**src/rtl/taillight_pkg.sv**
```systemverilog
// Shared types and constants for the tail-light conditioner and sequencer.
// Holds debounce FSM encoding, request bundle, resolver function and lamp patterns.
package taillight_pkg;

  localparam int DEBOUNCE_CYCLES_DEFAULT = 4;
  localparam int DEBOUNCE_CNT_W_DEFAULT  = 8;

  typedef enum logic [1:0] {
    LO      = 2'd0,
    PEND_HI = 2'd1,
    HI      = 2'd2,
    PEND_LO = 2'd3
  } debounce_state_t;

  // Resolved request bundle handed from the conditioner to the sequencer.
  typedef struct packed {
    logic fault;
    logic left;
    logic right;
  } turn_req_t;

  // Lamp patterns driven by the sequencer, bit order {LC, LB, LA, RA, RB, RC}.
  typedef enum logic [5:0] {
    TL_OFF = 6'b000_000,
    TL_L1  = 6'b001_000,
    TL_L2  = 6'b011_000,
    TL_L3  = 6'b111_000,
    TL_R1  = 6'b000_100,
    TL_R2  = 6'b000_110,
    TL_R3  = 6'b000_111,
    TL_HAZ = 6'b111_111
  } taillight_t;

  // Hazard wins over everything; both levers together cancel and raise the fault.
  function automatic turn_req_t resolve_req(input logic l, input logic r, input logic h);
    turn_req_t req;
    req.fault = l & r;
    req.left  = h | (l & ~r);
    req.right = h | (r & ~l);
    return req;
  endfunction

endpackage

```
**src/rtl/debounce_ch.sv**
```systemverilog
// One switch channel: 2-flop synchronizer then debounce FSM; stable follows a change
// after DEBOUNCE_CYCLES+1 agreeing synchronized samples; no backpressure, free-running.
module debounce_ch
  import taillight_pkg::*;
#(
  parameter int DEBOUNCE_CYCLES = DEBOUNCE_CYCLES_DEFAULT,
  parameter int CNT_W           = DEBOUNCE_CNT_W_DEFAULT
) (
  input  logic clk,
  input  logic reset,
  input  logic raw,
  output logic stable
);

  localparam logic [CNT_W-1:0] C_LIMIT = CNT_W'(DEBOUNCE_CYCLES);
  localparam logic [CNT_W-1:0] C_ONE   = CNT_W'(1);

  logic             r_sync1;
  logic             r_sync2;
  debounce_state_t  r_state;
  debounce_state_t  w_state_nxt;
  logic [CNT_W-1:0] r_cnt;
  logic [CNT_W-1:0] w_cnt_nxt;

  always_ff @(posedge clk or negedge reset) begin
    if (!reset) begin
      r_sync1 <= 1'b0;
      r_sync2 <= 1'b0;
    end else begin
      r_sync1 <= raw;
      r_sync2 <= r_sync1;
    end
  end

  always_ff @(posedge clk or negedge reset) begin
    if (!reset) begin
      r_state <= LO;
      r_cnt   <= '0;
    end else begin
      r_state <= w_state_nxt;
      r_cnt   <= w_cnt_nxt;
    end
  end

  // cnt holds the number of agreeing samples seen so far in a pending state.
  always_comb begin
    w_state_nxt = r_state;
    w_cnt_nxt   = r_cnt;
    case (r_state)
      LO: begin
        if (r_sync2) begin
          w_state_nxt = PEND_HI;
          w_cnt_nxt   = C_ONE;
        end
      end
      PEND_HI: begin
        if (!r_sync2) begin
          w_state_nxt = LO;
          w_cnt_nxt   = '0;
        end else if (r_cnt == C_LIMIT) begin
          w_state_nxt = HI;
          w_cnt_nxt   = '0;
        end else begin
          w_cnt_nxt = r_cnt + C_ONE;
        end
      end
      HI: begin
        if (!r_sync2) begin
          w_state_nxt = PEND_LO;
          w_cnt_nxt   = C_ONE;
        end
      end
      PEND_LO: begin
        if (r_sync2) begin
          w_state_nxt = HI;
          w_cnt_nxt   = '0;
        end else if (r_cnt == C_LIMIT) begin
          w_state_nxt = LO;
          w_cnt_nxt   = '0;
        end else begin
          w_cnt_nxt = r_cnt + C_ONE;
        end
      end
      default: begin
        w_state_nxt = LO;
        w_cnt_nxt   = '0;
      end
    endcase
  end

  always_comb begin
    stable = (r_state == HI) || (r_state == PEND_LO);
  end

endmodule

```
**src/rtl/turn_input_cond.sv**
```systemverilog
// Conditions left/right/hazard switches into registered Left/Right requests and a lever fault.
// Latency DEBOUNCE_CYCLES+4 edges from a raw change; no handshake, sampled every cycle.
module turn_input_cond
  import taillight_pkg::*;
#(
  parameter int DEBOUNCE_CYCLES = DEBOUNCE_CYCLES_DEFAULT,
  parameter int CNT_W           = DEBOUNCE_CNT_W_DEFAULT
) (
  input  logic clk,
  input  logic reset,
  input  logic left_raw,
  input  logic right_raw,
  input  logic hazard_raw,
  output logic Left,
  output logic Right,
  output logic lever_fault
);

  logic      w_left_stable;
  logic      w_right_stable;
  logic      w_hazard_stable;
  turn_req_t w_req;
  turn_req_t r_req;

  debounce_ch #(
    .DEBOUNCE_CYCLES (DEBOUNCE_CYCLES),
    .CNT_W           (CNT_W)
  ) u_left_ch (
    .clk    (clk),
    .reset  (reset),
    .raw    (left_raw),
    .stable (w_left_stable)
  );

  debounce_ch #(
    .DEBOUNCE_CYCLES (DEBOUNCE_CYCLES),
    .CNT_W           (CNT_W)
  ) u_right_ch (
    .clk    (clk),
    .reset  (reset),
    .raw    (right_raw),
    .stable (w_right_stable)
  );

  debounce_ch #(
    .DEBOUNCE_CYCLES (DEBOUNCE_CYCLES),
    .CNT_W           (CNT_W)
  ) u_hazard_ch (
    .clk    (clk),
    .reset  (reset),
    .raw    (hazard_raw),
    .stable (w_hazard_stable)
  );

  always_comb begin
    w_req = resolve_req(w_left_stable, w_right_stable, w_hazard_stable);
  end

  // All three outputs leave from one register so they always change together.
  always_ff @(posedge clk or negedge reset) begin
    if (!reset) begin
      r_req <= '0;
    end else begin
      r_req <= w_req;
    end
  end

  assign Left        = r_req.left;
  assign Right       = r_req.right;
  assign lever_fault = r_req.fault;

endmodule

```
**config.mk**
```make
export PLATFORM = sky130hd
export DESIGN_NAME = turn_input_cond
export DESIGN_NICKNAME = d
export VERILOG_FILES = /design/src/rtl/taillight_pkg.sv /design/src/rtl/debounce_ch.sv /design/src/rtl/turn_input_cond.sv
export SDC_FILE = /design/constraint.sdc
export NUM_CORES = 1
export LEC_CHECK = 0
export ABC_AREA = 1
export CORE_MARGIN = 3
export CORE_UTILIZATION = 25
export DETAILED_ROUTE_END_ITERATION = 8
export DONT_BUFFER_PORTS = 1
export PLACE_DENSITY = 0.35
export SLEW_MARGIN = 20
export SYNTH_ARGS = -nofsm -noshare
export SYNTH_HDL_FRONTEND = slang
export SYNTH_HIERARCHICAL = 1
export SYNTH_SLANG_ARGS = --single-unit
```
**constraint.sdc**
```tcl
create_clock -name clk -period 1.63 [get_ports clk]
set_input_delay 0.326 -clock clk [delete_from_list [all_inputs] [get_ports clk]]
set_output_delay 0.326 -clock clk [all_outputs]
set_load 0.02 [all_outputs]
```
; Word-level counts from Yosys, hierarchy flattened
; Index checks and enable logic that the tools add are counted.
[op_classes]
n_mux = 39
n_eq_ne = 24
bitwise = 7
n_reduce_logical = 12
n_addsub = 3
[op_table]
columns = op, count
row1 = $mux W8, 15
row2 = $pmux W8 S4, 3
row3 = $mux W2, 18
row4 = $add A8 B1 Y8 const B, 3
row5 = $eq A8 B3 Y1 const B, 3
row6 = $pmux W2 S4, 3
row7 = $eq A2 B2 Y1 const B, 6
row8 = $reduce_and A4 Y1, 3
row9 = $ne A3 B1 Y1 const B, 3
row10 = $ne A3 B3 Y1 const B, 3
row11 = $eq A2 B1 Y1 const B, 3
row12 = $logic_not A2 Y1, 3
row13 = $ne A2 B1 Y1 const B, 3
row14 = $ne A2 B2 Y1 const B, 3
row15 = $reduce_and A2 Y1, 3
row16 = $and A1 B1 Y1, 3
row17 = $logic_or A1 B1 Y1, 3
row18 = $not A1 Y1, 2
row19 = $or A1 B1 Y1, 2
[word_totals]
reg_bits = 39
in_bits = 5
wordCells = 100

; Logic depth before layout (Yosys ltp)
; Gate-level depths: netlist of run 1.
[logic_depth]
ltp_word = 5
mapped_depth = 9
ltp_nobuf = 9

; Cells and area by module
; Netlist of run 1, hierarchy kept.
[modules_own_cells]
columns = mod, area_per_inst_um2, seq_area_each_um2, cells_each, instances
row1 = debounce_ch (u_left_ch ...), 713.2, 300.3, 94, 2
row2 = debounce_ch (u_hazard_ch), 673.1, 300.3, 94, 1
row3 = turn_input_cond, 108.9, 75.1, 12, 1

; Worst setup path after synthesis of run 1
; OpenSTA, ideal clock, no wires.
[synth_path]
kind = register to register
start = reg u_left_ch.r_cnt[0]
end = reg with a tool-made name
setup_slack_ns = 0.451
t_arrival_ns = 1.063
stages_incl_launch_ff = 10
path_buffers = 0
path_cell_list = dfrtp_1 -> inv_1 -> ha_1 -> nand2_1 -> nor2_1 -> nand2_2 -> nand2_4 -> nand2_1 -> nand2_1 -> nand2_1
[synth_rtl]
columns = item, line
row1 = "start, declared", debounce_ch.sv:22  ; logic [CNT_W-1:0] r_cnt;
row2 = "start signal, assigned", debounce_ch.sv:41  ; r_cnt <= w_cnt_nxt;

; Worst setup path in the final report of run 1
[layout_path]
start = reg u_left_ch.r_cnt[0]
end = reg u_left_ch.r_cnt[5]
[layout_between]
elab_chain_cells = 4
elab_cells_between_ends = 6
[layout_rtl]
columns = item, line
row1 = $add A8 B1 Y8 / $eq A8 B3 Y1 (equally long branches), n/a
row2 = $mux W8 (*), "debounce_ch.sv:60, debounce_ch.sv:77"
row3 = "$mux W8, on equally long branches", "debounce_ch.sv:74, debounce_ch.sv:57"
row4 = $pmux W8 S4 (*), debounce_ch.sv:49  ; case (r_state)
; Every way passes the cells marked *; elsewhere a longest branch is shown, timed or not.
; A chain may end at the register's enable or synchronous reset.

==> flow_summary.toml, run 1 <==
[run_status]
outcome = "finished, final reports clean"

[place]
port_buffers = 0
gp_congestion = 0.765
dpl.hpwl_um = 3470

[worst_setup_path]
cpLargestDelayFamily = "simple AND/OR/NAND/NOR gates"
crit_fanout = 4
worstPathRequired_ns = 1.81
path_cells = "inv_1 -> ha_1 -> nand3_1 -> nor2_1 -> nor2_2 -> nand2_1 -> o21ai_1"
slowest_delay_ns = 0.43
start_kind = "register"
crit_type = "reg2reg"
end_kind = "register"
crit_buf_inv = 1
cp.arrival_ns = 1.55
crit_slowest_cell = "dfrtp_1"

[pwr]
swShare_pct = 42.1
seqPwrFrac_pct = 43.9
internal_power_mw = 1.94
p_leak_nw = 1.20
max-vdd-ir-drop_v = 0.000568
combPwrFrac_pct = 35.0
switchingPower_mw = 1.41
clkPwrFrac_pct = 21.2
total_power_mw = 3.36
powerDensity_nw_per_um2 = 1380

[floorplan]
die_area_um2 = 10000
core.rowCount = 33
core_um2 = 8380
io_pins = 8
die_width_um = 100
initial_core_util_pct = 26.3
die_h_um = 100

[global_route]
grt_pass1_wl_um = 8140
grt_use_met1_pct = 14.2
grt_max_degree = 40
gr-max-usage-layer = "met2"
antenna_found_initial = 0
grt_use_total_pct = 10.3
grt-ovfl-total = 0
global_route.usage.met2_pct = 15.7
grt_pass1_vias = 1692
use_met3_pct = 2.71

[clock_tree]
path_clk_slew_ns = 0.08
clock-sinks = 39
worstSkewPairLatency_ns = 0.29
cts-resized-gates = 0
numCtsBuffers = 5
cts_root_buf = "clkbuf_8"
clockBufferDepth = 2
htreeDepth = 2
tritoncts = "yes"

[synth]
yosys_warnings = 6
syn_nets = 305
ys_ff_latch = 39
yosysSeqAreaShare_pct = 44.2
syn_inst = 294
syn_area_um2 = 2210
ys_types = 19
syn_avg_cell_area_um2 = 7.51

[timing]
finalMaxSlewViolations = 0
setup_violations = 0
worstMarginPinSlew_ns = 0.254
finalCritPeriodShare_pct = 84.0
fmax_ghz = 0.730
hold_viol = 0
skew_ns = 0.00345
rsz0062_at_grt = "no"
finalSetupTns_ns = 0
period_needed_ns = 1.37
relSlewSlack_pct = 83.1

[hold_path]
holdCritPathClass = "in2reg"

[final_layout]
num-nets-final = 308
area_delta_synth_final_pct = 10.3
multiInputGateArea_um2 = 1040
drive_gt1_share_pct = 14.1
seq_area_um2 = 976
nFillCells = 903
num_antenna_cells = 0

[drt]
drcViolationCount = 0
via_count = 1697
drt-total-wl_um = 4690
drt_iter0_drc = 54
via_per_inst = 4.21
ant_nets = 0
drtPass1Iterations = 4
wl_per_cell_um = 11.6

[job]
maxCapViolations = 0
power by group through the flow:
stage               Clock [mW]  Sequential, mW  Combinational [mW]
floorplan                    0            1.38                1.04
global placement             0            1.50                1.17
detailed placement           0            1.49                1.16
CTS                      0.756            1.48                1.20
global route             0.793            1.52                1.35
finish                   0.711            1.47                1.17
cell usage in the layout (no fill, tap or decap):
cell type | netlist | routed
buf_12 | 0 | 1
nand2_2 | 5 | 5
o21ai_1 | 5 | 5
inv_1 | 38 | 38
nand3_1 | 23 | 23
clkinv_4 | 0 | 1
a21oi_1 | 9 | 9
o22ai_1 | 6 | 6
nand2_1 | 98 | 98
nand2_4 | 8 | 8
dlygate4sd3_1 | 0 | 1
o21ai_0 | 8 | 8
nor2_2 | 11 | 11
xnor2_1 | 3 | 3
o21ai_2 | 2 | 2
inv_2 | 5 | 5
dfrtp_1 | 39 | 39
clkinvlp_4 | 0 | 1
nor2_4 | 2 | 2
ha_1 | 6 | 6
nor2_1 | 20 | 20
clkbuf_8 | 0 | 6
cells in the mapped netlist:
master | count | area share (%)
o21ai_0 | 8 | 1.8
clkbuf_1 | 3 | 0.51
o21ai_1 | 5 | 1.1
buf_4 | 3 | 1.0
ha_1 | 6 | 3.4
dfrtp_1 | 39 | 44
xnor2_1 | 3 | 1.2
nor2_1 | 20 | 3.4
nand3_1 | 23 | 5.2
nand2_4 | 8 | 4.1
o22ai_1 | 6 | 1.7
inv_1 | 38 | 6.5
nor2_2 | 11 | 3.1
nand2_2 | 5 | 1.4
nand2_1 | 98 | 17
o21ai_2 | 2 | 0.79
a21oi_1 | 9 | 2.0
nor2_4 | 2 | 1.0
inv_2 | 5 | 0.85
registers in the layout, summed over array words and instances, names as in the netlist, named ones only:
name                 flops
u_right_ch/r_sync2       1
Right                    1
u_left_ch/r_cnt          8
u_left_ch/r_state        1
u_hazard_ch/r_sync1      1
u_hazard_ch/r_sync2      1
u_hazard_ch/r_cnt        8
u_right_ch/r_sync1       1
u_right_ch/r_state       1
u_right_ch/r_cnt         8
u_left_ch/r_sync2        1
u_hazard_ch/r_state      1
lever_fault              1
u_left_ch/r_sync1        1
Left                     1
worst paths after layout:
check / from / endpoint / slack (ns) / cells after the start
max: u_left_ch/r_cnt[0]$_DFFE_PN0P_ / u_left_ch/r_cnt[5]$_DFFE_PN0P_ / 0.26 / 7
min: right_raw / u_right_ch/r_sync1$_DFF_PN0_ / 0.06 / 0
max reg2reg: u_left_ch/r_cnt[0]$_DFFE_PN0P_ / u_left_ch/r_cnt[5]$_DFFE_PN0P_ / 0.26 / 7
min reg2reg: u_left_ch/r_sync1$_DFF_PN0_ / u_left_ch/r_sync2$_DFF_PN0_ / 0.36 / 0
max in group asynchronous: reset / u_hazard_ch/r_cnt[1]$_DFFE_PN0P_ / 0.93 / 2
min in group asynchronous: reset / Right$_DFF_PN0_ / 0.49 / 2
cell type report:
class | instances | share of cell area [%]
tap | 105 | 5.40
inverter | 43 | 6.63
timing repair buffer | 2 | 1.23
clock buffer | 6 | 3.39
multi-input combinational | 206 | 42.6
sequential | 39 | 40.1
clock inverter | 2 | 0.668
per-stage QoR:
| stage | hold WS [ns] | setup WS (ns) | util [%] | area (um^2) | cells |
|---|---|---|---|---|---|
| 2_1_floorplan | 0.0304 | 0.451 | - | 2210 | 294 |
| 3_3_place_gp | 0.0322 | 0.283 | 27.5 | 2310 | 393 |
| 3_5_place_dp | 0.0327 | 0.260 | 27.5 | 2310 | 393 |
| 4_1_cts | 0.0360 | 0.237 | 29.0 | 2430 | 403 |
| 5_1_grt | 0.0314 | 0.122 | 29.0 | 2430 | 403 |
| 6_report | 0.0561 | 0.260 | 29.0 | 2430 | 403 |
kinds of logic (layout without fill, tap and decap cells):
group | count (synthesis) | count (layout) | share of synthesized area [%]
AND/OR/NAND/NOR | 167 | 167 | 34.9
buffers and inverters | 49 | 53 | 8.84
flip-flops | 39 | 39 | 44.2
AO/OA/AOI/OAI | 30 | 30 | 7.48
adder cells (fa/ha/maj) | 6 | 6 | 3.40
XOR/XNOR | 3 | 3 | 1.19
routing by layer:
layer  wire length [um]  vias to the layer above  part of all wire [%]
li1                   -                      906                     -
met1               2380                      765                    51
met2               2110                       19                    45
met3                113                        7                   2.4
met4                 74                        0                   1.6
met5                  0                        -                     0
repair_timing:
| item | 4_1_cts | 5_1_grt |
|---|---|---|
| setup buffers | 0 | 0 |
| hold buffers | 2 | 0 |
| endpoints found under the hold margin | 39 | 0 |
Note: power is estimated with default switching activity, not from simulation.
==> run 2, diff against run 1 <==
--- a/config.mk
+++ b/config.mk
@@ -10,7 +10,7 @@
 export CORE_UTILIZATION = 25
 export DETAILED_ROUTE_END_ITERATION = 8
 export DONT_BUFFER_PORTS = 1
-export PLACE_DENSITY = 0.35
+export PLACE_DENSITY = 0.37
 export SLEW_MARGIN = 20
 export SYNTH_ARGS = -nofsm -noshare
 export SYNTH_HDL_FRONTEND = slang
==> constraint.sdc (replaced) <==
create_clock -name clk -period 1.2 [get_ports clk]
set_input_delay 0.24 -clock clk [delete_from_list [all_inputs] [get_ports clk]]
set_output_delay 0.24 -clock clk [all_outputs]
set_load 0.02 [all_outputs]
==> flow_summary.toml, run 2 (synthesis gave the netlist of run 1 again) <==
[final_layout]
final_core_util_pct = 35.7
finalNonFillerCells = 442
nFillCells = 866
num-nets-final = 347
area_delta_synth_final_pct = 35.5
final_cell_mix = "89 x nand2_1, 38 x dfrtp_1, 31 x inv_1, 30 x buf_4, 18 x nand3_1"
layout_commonest_cell = "nand2_1"
drive_gt1_share_pct = 34.4
num_antenna_cells = 0
reg_top3 = "u_hazard_ch/r_cnt x8, u_left_ch/r_cnt x8, u_right_ch/r_cnt x8"

[clock_tree]
numCtsBuffers = 5
clock-sinks = 39
path_clk_slew_ns = 0.09
cts_root_buf = "clkbuf_8"
tritoncts = "yes"
htreeDepth = 2
clockBufferDepth = 2
worstSkewPairLatency_ns = 0.30

[worst_setup_path]
crit_slowest_cell = "dfrtp_1"
r2r_slack_ns = -0.06
cpLargestDelayFamily = "simple AND/OR/NAND/NOR gates"
path_cells = "inv_2 -> ha_4 -> nand2_2 -> nor2_2 -> nand2_2 -> nand2_4 -> nand2_1 -> nand2_1 -> nand2_1"
r2r_start = "u_right_ch/r_cnt[0]$_DFFE_PN0P_"
crit_fanout = 5
crit_cells = 9
slowest_delay_ns = 0.42
worstPathRequired_ns = 1.39
start_kind = "register"
path_common_cell = "nand2_1"
crit_buf_inv = 1
crit_type = "reg2reg"
startpoint = "u_right_ch/r_cnt[0]$_DFFE_PN0P_"
reg2reg_depth = 9
cp.arrival_ns = 1.45
end_kind = "register"

[floorplan]
die_area_um2 = 10000
io_pins = 8
die_h_um = 100
initial_core_util_pct = 26.3
core.rowCount = 33
core_um2 = 8380
die_width_um = 100

[timing]
fin_ws_ns = -0.0557
period_needed_ns = 1.26
fmax_ghz = 0.796
finalSetupTns_ns = -0.0860
setup_violations = 3
skew_ns = 0.00579
holdWs_ns = 0.354
hold_viol = 0
worstMarginPinSlew_ns = 0.304
relSlewSlack_pct = 79.7
finalMaxSlewViolations = 0
finalCritPeriodShare_pct = 105
rsz0062_at_grt = "yes"

[drt]
drtPass1Iterations = 4
ant_nets = 0
drt_iter0_drc = 61
drt-total-wl_um = 4950
via_per_inst = 4.25
via_count = 1879
wl_per_cell_um = 11.2
drcViolationCount = 0

[hold_path]
holdCritPathClass = "reg2reg"
min-delay-start = "u_hazard_ch/r_sync1$_DFF_PN0_"
min_delay_path_depth = 0

[place]
port_buffers = 0
dp.cells = 417
gp_congestion = 0.775
post-place-ws_ns = -0.0683
dpl.hpwl_um = 3490

[global_route]
grt_max_degree = 40
grt_use_total_pct = 10.7
antenna_found_initial = 0
grt_pass1_vias = 1789
grt-ovfl-total = 0
grt_pass1_wl_um = 8530

[run_status]
violations = "negative setup slack"
outcome = "finished with violations"

[pwr]
p_leak_nw = 1.43
powerDensity_nw_per_um2 = 1890
max-vdd-ir-drop_v = 0.000942

[job]
maxCapViolations = 0
==> run 2: report_power, final <==
part	total, mW	switching, mW	internal, mW	leakage, nW
Clock	0.999	0.529	0.470	0.0474
Sequential	1.99	0.396	1.60	0.500
Combinational	2.67	1.40	1.27	0.883
==> run 2: area by class of cell <==
cell class	instances	area [um^2]	share of cell area [%]
sequential	39	977	32.7
tap	105	131	4.39
timing repair buffer	41	353	11.8
clock inverter	2	16.3	0.544
clock buffer	6	82.6	2.76
multi-input combinational	206	1270	42.5
inverter	43	161	5.40
==> run 2: stage by stage <==
step | instance area, um^2 | power (mW)
2_1_floorplan | 2210 | 3.29
3_3_place_gp | 2490 | 3.96
3_5_place_dp | 2490 | 3.94
4_1_cts | 2780 | 5.34
5_1_grt | 2990 | 6.14
6_report | 2990 | 5.66
==> run 2: final timing paths <==
check / to
max: register
min: u_hazard_ch/r_sync2$_DFF_PN0_
max reg2reg: register
min reg2reg: u_hazard_ch/r_sync2$_DFF_PN0_
max in group asynchronous: u_right_ch/r_cnt[2]$_DFFE_PN0P_
min in group asynchronous: lever_fault$_DFF_PN0_
==> run 2: metal layers <==
metal / global-route usage, % / routed length (um) / vias to the layer above
li1: - / - / 990
met1: 14.6 / 2480 / 868
met2: 16.8 / 2310 / 17
met3: 2.29 / 101 / 4
met4: 3.73 / 51 / 0
met5: 0 / 0 / -
==> run 2: repair_timing <==
action / 4_1_cts / 5_1_grt
pin swaps: 15 / 22
gates resized for setup: 21 / 48
hold endpoints to repair: 42 / 0
setup endpoints to repair: 22 / 27
buffers inserted: 10 / 2
hold buffers: 5 / 0
==> run 3, diff against run 2 <==
--- a/config.mk
+++ b/config.mk
@@ -16,3 +16,4 @@
 export SYNTH_HDL_FRONTEND = slang
 export SYNTH_HIERARCHICAL = 1
 export SYNTH_SLANG_ARGS = --single-unit
+export TNS_END_PERCENT = 50
==> flow_summary.toml, run 3 (synthesis gave the netlist of run 1 again) <==
[run_status]
outcome = "finished with violations"
violations = "negative setup slack"

[worst_setup_path]
start_kind = "register"
crit_type = "reg2reg"
r2r_start = "u_right_ch/r_cnt[0]$_DFFE_PN0P_"
crit_fanout = 5
cp.arrival_ns = 1.43
end_kind = "register"
reg2reg_depth = 9
worstPathRequired_ns = 1.39
r2r_slack_ns = -0.04

[global_route]
grt_use_total_pct = 10.7
grt_pass1_vias = 1789
antenna_found_initial = 0
grt_max_degree = 40
grt-ovfl-total = 0
grt_pass1_wl_um = 8540

[final_layout]
reg_top3 = "u_hazard_ch/r_cnt x8, u_left_ch/r_cnt x8, u_right_ch/r_cnt x8"
layout_commonest_cell = "nand2_1"
num-nets-final = 348
final_area_um2 = 2960
finalNonFillerCells = 443
final_cell_mix = "91 x nand2_1, 38 x dfrtp_1, 32 x buf_4, 31 x inv_1, 19 x nand3_1"
area_delta_synth_final_pct = 34.1
drive_gt1_share_pct = 33.1
final_core_util_pct = 35.3
num_antenna_cells = 0

[floorplan]
die_area_um2 = 10000
initial_core_util_pct = 26.3
core_um2 = 8380
core.rowCount = 33
die_h_um = 100
io_pins = 8
die_width_um = 100

[drt]
drt-total-wl_um = 4920
via_per_inst = 4.21
wl_per_cell_um = 11.1
ant_nets = 0
drt_iter0_drc = 59
drcViolationCount = 0
drtPass1Iterations = 4
via_count = 1867

[timing]
setup_violations = 3
fmax_ghz = 0.807
fin_ws_ns = -0.0395
relSlewSlack_pct = 80.4
holdWs_ns = 0.354
finalMaxSlewViolations = 0
finalSetupTns_ns = -0.0688
hold_viol = 0
rsz0062_at_grt = "yes"
finalCritPeriodShare_pct = 103
period_needed_ns = 1.24
worstMarginPinSlew_ns = 0.294
skew_ns = 0.00381

[clock_tree]
worstSkewPairLatency_ns = 0.30
numCtsBuffers = 5
tritoncts = "yes"
cts_root_buf = "clkbuf_8"
clockBufferDepth = 2
clock-sinks = 39
path_clk_slew_ns = 0.09
htreeDepth = 2

[hold_path]
min-delay-start = "u_hazard_ch/r_sync1$_DFF_PN0_"
min_delay_path_depth = 0
holdCritPathClass = "reg2reg"
holdPathEnd = "u_hazard_ch/r_sync2$_DFF_PN0_"

[place]
dp.cells = 417
place_area_um2 = 2490
post-place-ws_ns = -0.0683
gp_congestion = 0.775
port_buffers = 0
dpl.hpwl_um = 3490

[pwr]
p_leak_nw = 1.43
total_power_mw = 5.61
max-vdd-ir-drop_v = 0.000886
powerDensity_nw_per_um2 = 1900

[job]
maxCapViolations = 0
## run 3: cell count changes in the layout (fill, tap and decap cells not counted), sizes merged
cell	previous run	this run
buf	37	38
## run 3: critical path: stages (launching register included)
cell and delay [ns]:
dfrtp_1 0.42, inv_2 0.10, ha_4 0.14, nand2_2 0.05, nor2_2 0.09, nand2_2 0.08, nand2_4 0.10, nand2_1 0.05
nand2_1 0.05, nand2_1 0.05
## run 3: how the worst max path moves through the flow
stage	from	endpoint
floorplan	u_left_ch/r_cnt[0]$_DFFE_PN0P_	register
global placement	u_right_ch/r_cnt[0]$_DFFE_PN0P_	u_right_ch/r_cnt[5]$_DFFE_PN0P_
detailed placement	u_right_ch/r_cnt[0]$_DFFE_PN0P_	u_right_ch/r_cnt[5]$_DFFE_PN0P_
CTS	u_right_ch/r_cnt[0]$_DFFE_PN0P_	register
global route	u_hazard_ch/r_cnt[0]$_DFFE_PN0P_	register
finish	u_right_ch/r_cnt[0]$_DFFE_PN0P_	register
## run 3: power by group
group	total (mW)	leakage, nW	switching [mW]	internal (mW)
Clock	1.00	0.0474	0.532	0.470
Sequential	1.98	0.500	0.385	1.60
Combinational	2.63	0.885	1.37	1.26
## run 3: per-layer routing
metal	part of all wire, %	global-route usage (%)	up-vias
li1	-	-	993
met1	50	14.6	850
met2	47	16.8	20
met3	2.1	2.29	4
met4	1.0	3.73	0
met5	0	0	-
## run 3: final cells by class
type | instances | area [um^2]
fill | 866 | 5420
sequential | 39 | 977
clock inverter | 2 | 16.3
timing repair buffer | 42 | 357
multi-input combinational | 206 | 1230
tap | 105 | 131
clock buffer | 6 | 82.6
inverter | 43 | 161
## run 3: repair_timing
item,in CTS,in global routing
setup endpoints to repair,22,27
pin swaps,15,20
gates resized for setup,19,42
hold buffers,5,0
hold endpoints to repair,42,0
buffers inserted,10,3
